## config.mk

```make
export PLATFORM = sky130hd
export DESIGN_NAME = dram_rd_arbiter
export DESIGN_NICKNAME = d
export VERILOG_FILES = /design/src/rtl/dram_arb_pkg.sv /design/src/rtl/rr_arb2.sv /design/src/rtl/dram_rd_arbiter.sv
export SDC_FILE = /design/constraint.sdc
export NUM_CORES = 1
export LEC_CHECK = 0
export CAP_MARGIN = 20
export CORE_AREA = 2 2 117 119
export DETAILED_ROUTE_END_ITERATION = 8
export DIE_AREA = 0 0 119 121
export HOLD_SLACK_MARGIN = 0.06
export PLACE_DENSITY = 0.88
export SETUP_SLACK_MARGIN = 0.1
export SYNTH_ARGS = -nofsm -noshare
export SYNTH_HDL_FRONTEND = slang
export SYNTH_SLANG_ARGS = --single-unit
```

## constraint.sdc

```tcl
create_clock -name CLK -period 2.2 [get_ports CLK]
set_input_delay 0.44 -clock CLK [delete_from_list [all_inputs] [get_ports CLK]]
set_output_delay 0.44 -clock CLK [all_outputs]
set_load 0.01 [all_outputs]
```

## src/rtl/dram_arb_pkg.sv

```systemverilog
// Shared state encoding and grant constants for the two-requester DRAM read arbiter.
package dram_arb_pkg;

    typedef enum logic [1:0] {
        StIdle  = 2'd0,
        StIssue = 2'd1,
        StBusy  = 2'd2,
        StDone  = 2'd3
    } state_e;

    localparam logic [1:0] GrantNone = 2'b00;
    localparam logic [1:0] Grant0    = 2'b01;
    localparam logic [1:0] Grant1    = 2'b10;

    function automatic logic [1:0] owner_grant(input logic owner);
        return owner ? Grant1 : Grant0;
    endfunction

endpackage

```

## src/rtl/rr_arb2.sv

```systemverilog
// Two-input round-robin selector: on a tie the requester that did not own last wins.
module rr_arb2 (
    input  logic [1:0] req_i,
    input  logic       last_owner_i,
    output logic       valid_o,
    output logic       owner_o
);

    always_comb begin
        valid_o = |req_i;
        owner_o = 1'b0;
        case (req_i)
            2'b01:   owner_o = 1'b0;
            2'b10:   owner_o = 1'b1;
            2'b11:   owner_o = ~last_owner_i;
            default: owner_o = 1'b0;
        endcase
    end

endmodule

```

## src/rtl/dram_rd_arbiter.sv

```systemverilog
// Arbitrates two read requesters onto one DRAM reader and routes returned beats to the owner.
module dram_rd_arbiter
    import dram_arb_pkg::*;
#(
    parameter int unsigned DW     = 32,
    parameter int unsigned BEAT_W = 16
) (
    input  logic          CLK,
    input  logic          RST,
    input  logic          req0_kick,
    input  logic [DW-1:0] req0_addr,
    input  logic [DW-1:0] req0_num,
    output logic          req0_busy,
    output logic [DW-1:0] req0_dout,
    output logic          req0_we,
    input  logic          req1_kick,
    input  logic [DW-1:0] req1_addr,
    input  logic [DW-1:0] req1_num,
    output logic          req1_busy,
    output logic [DW-1:0] req1_dout,
    output logic          req1_we,
    output logic          dram_kick,
    input  logic          dram_busy,
    output logic [DW-1:0] dram_addr,
    output logic [DW-1:0] dram_num,
    input  logic [DW-1:0] dram_dout,
    input  logic          dram_we,
    output logic [1:0]    grant,
    output logic          beat_err
);

    state_e              state_q, state_d;
    logic                owner_q, owner_d;
    logic                last_q, last_d;
    logic [DW-1:0]       addr_q, addr_d;
    logic [DW-1:0]       num_q, num_d;
    logic [BEAT_W-1:0]   cnt_q, cnt_d;
    logic                err_q, err_d;
    logic                arb_valid;
    logic                arb_owner;

    rr_arb2 u_rr_arb2 (
        .req_i        ({req1_kick, req0_kick}),
        .last_owner_i (last_q),
        .valid_o      (arb_valid),
        .owner_o      (arb_owner)
    );

    always_comb begin
        state_d = state_q;
        owner_d = owner_q;
        last_d  = last_q;
        addr_d  = addr_q;
        num_d   = num_q;
        cnt_d   = cnt_q;
        err_d   = err_q;
        grant   = (state_q == StIdle) ? GrantNone : owner_grant(owner_q);

        unique case (state_q)
            StIdle: begin
                if (arb_valid) begin
                    owner_d = arb_owner;
                    addr_d  = arb_owner ? req1_addr : req0_addr;
                    num_d   = arb_owner ? req1_num : req0_num;
                    cnt_d   = '0;
                    state_d = StIssue;
                end
            end
            StIssue: begin
                if (dram_busy) state_d = StBusy;
            end
            StBusy: begin
                if (!dram_busy) state_d = StDone;
            end
            StDone: begin
                last_d  = owner_q;
                if (cnt_q != num_q[BEAT_W-1:0]) err_d = 1'b1;
                state_d = StIdle;
            end
            default: state_d = StIdle;
        endcase

        if ((state_q == StIssue || state_q == StBusy) && dram_we &&
            cnt_q != {BEAT_W{1'b1}}) begin
            cnt_d = cnt_q + {{(BEAT_W-1){1'b0}}, 1'b1};
        end
        // Beats arriving with no owner have nowhere to go; flag them.
        if (dram_we && grant == GrantNone) err_d = 1'b1;
    end

    always_ff @(posedge CLK) begin
        if (RST) begin
            state_q <= StIdle;
            owner_q <= 1'b0;
            last_q  <= 1'b1;
            addr_q  <= '0;
            num_q   <= '0;
            cnt_q   <= '0;
            err_q   <= 1'b0;
        end else begin
            state_q <= state_d;
            owner_q <= owner_d;
            last_q  <= last_d;
            addr_q  <= addr_d;
            num_q   <= num_d;
            cnt_q   <= cnt_d;
            err_q   <= err_d;
        end
    end

    always_comb begin
        dram_kick = (state_q == StIssue);
        req0_busy = (state_q == StIssue || state_q == StBusy) && !owner_q;
        req1_busy = (state_q == StIssue || state_q == StBusy) && owner_q;
        req0_we   = dram_we & grant[0];
        req1_we   = dram_we & grant[1];
        req0_dout = grant[0] ? dram_dout : '0;
        req1_dout = grant[1] ? dram_dout : '0;
        dram_addr = addr_q;
        dram_num  = num_q;
        beat_err  = err_q;
    end

endmodule
```

==> results.ini <==
[status]
status=finished, final reports clean

[clocking]
cts_sinks=85
clk_pin_slew_worst_paths_ps=60
clock_latency_ps=340
numCtsBuffers=9
root_buffer=clkbuf_16
cts_tree=yes
htreeDepth=3
clk_path_buf_depth=2
ctsHoldBuffers=0

[placement]
hpwl_mm=12.8
portBuffers=301
routabilityCongestion=0.910
place_area_mm2=0.00818

[drt]
dr.pass1.iters=4
ant_nets=0
drt-wirelength-per-cell_um=16.3
routed_wl_mm=16.9
drc=0
routed_via_density=5.08
drtIter0Drc=225
vias=5266

[floorplanning]
pin_count=302
die_w_um=119
fp.dieArea_mm2=0.0144
core_mm2=0.0131
initial_utilization=0.362
die_h_um=121
rows=42

[worst_setup_path]
setup.worst_path.class=flop to output port
rr_startpoint=cnt_q[7]
startpoint_type=flop
r2r_cells=5
reg2reg_setup_slack_ps=210
worstSetupEndpointType=output port
reg2reg_to=cnt_q[13]
cp.arrival_ps=1660
crit_fanout=8
cp.required_ps=1760

[global_routing]
antenna_found_initial=0
grt_max_degree=69
grt_overflow=0
grt_pass1_wl_mm=26.4
globalRouteTotalUtil=0.229
first_global_vias=5150

[hold_path]
min_path_type=flop to flop
whs_path_depth=2
holdPathEnd=dram_num[21]
hold_start=dram_num[21]

[sta]
relSlewSlack=0.545
finalMaxSlewViolations=0
tightest_slew_ps=681
clock_skew_ps=13.0
fin_crit_ps=2100
setup_viol=0
fmax_mhz=477
setup_tns_ps=0
period_share=0.954
rsz0062_at_grt=yes
hold_viol_final=0

[synth]
syn_nets=717
synth_area_leaders=dfxtp_1 36%, mux2i_1 14%, a211oi_1 10%, and2_1 9.0%, nor2_1 6.3%
synth_common_cells=85 x dfxtp_1, 79 x nor2_1, 68 x and2_1
synth_most_common_cell=dfxtp_1
syn_avg_cell_area_um2=8.68
synth_edf_count=0
synth_area_mm2=0.00473
synth-seq-cells=85
yosys.cell_types.count=42
yosysTopAreaCellShare=0.360
yosysWarnings=0
ys_seq_area_frac=0.360
async_reset_ff_frac=0
netlist_instances=545
synthFlopType=dfxtp_1
yosysTopAreaCell=dfxtp_1

[job]
max_cap_viol_count=0

[final_layout]
stdcell_area_mm2=0.00844
area_growth_syn_to_layout_pct=78.4
drive_gt1_frac=0.143
n_antenna_cell=0
nets=1028

[power]
leakage_nw=3.32
p_per_area_mw_per_mm2=926
ir_drop_mv=0.495

## layout by cell type, fill, tap and decap left out, types with 3 or more instances in the layout
cell / synthesis / final
and4_1: 5 / 5
nor4b_1: 3 / 3
nand2_1: 7 / 7
a31oi_1: 3 / 3
a211oi_1: 66 / 66
nor2b_1: 11 / 9
nor4_1: 5 / 5
nand4_1: 13 / 13
and2_1: 68 / 68
nor2_1: 79 / 78
buf_12: 0 / 9
a221o_1: 5 / 5
xnor2_1: 16 / 16
clkdlybuf4s15_2: 0 / 14
dlygate4sd2_1: 0 / 19
clkdlybuf4s50_1: 0 / 230
nand3_1: 7 / 7
dfxtp_1: 85 / 83
buf_4: 0 / 34
ha_1: 6 / 4
mux2i_1: 66 / 66
nor3_1: 9 / 9
clkbuf_2: 0 / 35
o21ai_0: 4 / 4
or4_1: 5 / 5
inv_1: 7 / 5
clkbuf_16: 0 / 10
a21oi_1: 4 / 4
o211ai_1: 6 / 6
## critical path, stage by stage (launching register included)
cell and delay [ps]:
dfxtp_2 330, inv_2 70, ha_4 180, nor2b_4 140
buf_4 140, buf_16 110, and2_1 130, clkdlybuf4s15_2 220
## final cells by class
| class | count | area, µm² |
|---|---|---|
| clock buffers | 10 | 229 |
| inverters | 7 | 26.3 |
| clock inverters | 6 | 46.3 |
| flip-flops and latches | 85 | 1700 |
| multi-input cells | 407 | 2880 |
| fillers | 1075 | 4640 |
| well taps | 176 | 220 |
| repair buffers | 346 | 3340 |
## power by group
group	total (mW)	switching (mW)	leakage [nW]	internal [mW]
logic	4.16	1.97	2.49	2.20
clock network	1.43	0.658	0.129	0.774
registers	2.22	0.267	0.703	1.96
total	7.82	2.89	3.32	4.93
## repair_timing
action,CTS,global route
pin swaps,0,1
setup buffers,2,2
setup endpoints to repair,70,54
cloned,3,0
resized for setup,142,43
## worst max-delay path by stage
stage / from / endpoint / slack, ps / cells past startpoint
floorplan: state_q[0] / dram_addr[10] / 310 / 8
global placement: state_q[0] / req0_dout[8] / 110 / 6
detailed placement: state_q[0] / req1_dout[16] / 40 / 6
CTS: state_q[0] / req1_dout[16] / 20 / 7
global route: state_q[0] / req1_dout[23] / 40 / 7
finish: state_q[0] / req1_dout[23] / 100 / 7
## layer usage
| layer | global-route usage | share of wire | up-vias |
|---|---|---|---|
| li1 | - | - | 2599 |
| met1 | 0.248 | 0.38 | 2398 |
| met2 | 0.416 | 0.51 | 245 |
| met3 | 0.0804 | 0.095 | 24 |
| met4 | 0.0729 | 0.017 | 0 |
| met5 | 0 | 0 | - |
## through the flow
stage	util	instances	total power, mW	hold WS (ps)	worst slack (ps)
after floorplan	-	545	4.12	436	314
after global placement	0.625	1014	6.28	484	113
after detailed placement	0.625	1014	6.35	491	41.7
after CTS	0.657	1035	7.88	499	23.0
after global routing	0.645	1037	8.34	511	35.7
final	0.645	1037	7.82	496	102
## sequential cells by signal, summed over array words and instances, names as in the netlist
register / cells
dram_addr: 32
cnt_q: 16
last_q: 1
dram_num: 32
beat_err: 1
owner_q: 1
state_q: 2
## cells by family after synthesis
logic type / after synthesis / share of synthesized area
muxes: 66 / 0.140
AOI/OAI and AO/OA: 101 / 0.162
and+or+nand+nor: 218 / 0.250
DFF: 85 / 0.360
xor gates and xnor gates: 16 / 0.0296
buffers and inverters: 53 / 0.0444
adders and majority gates: 6 / 0.0159
Power figures use the tool's default switching activity.
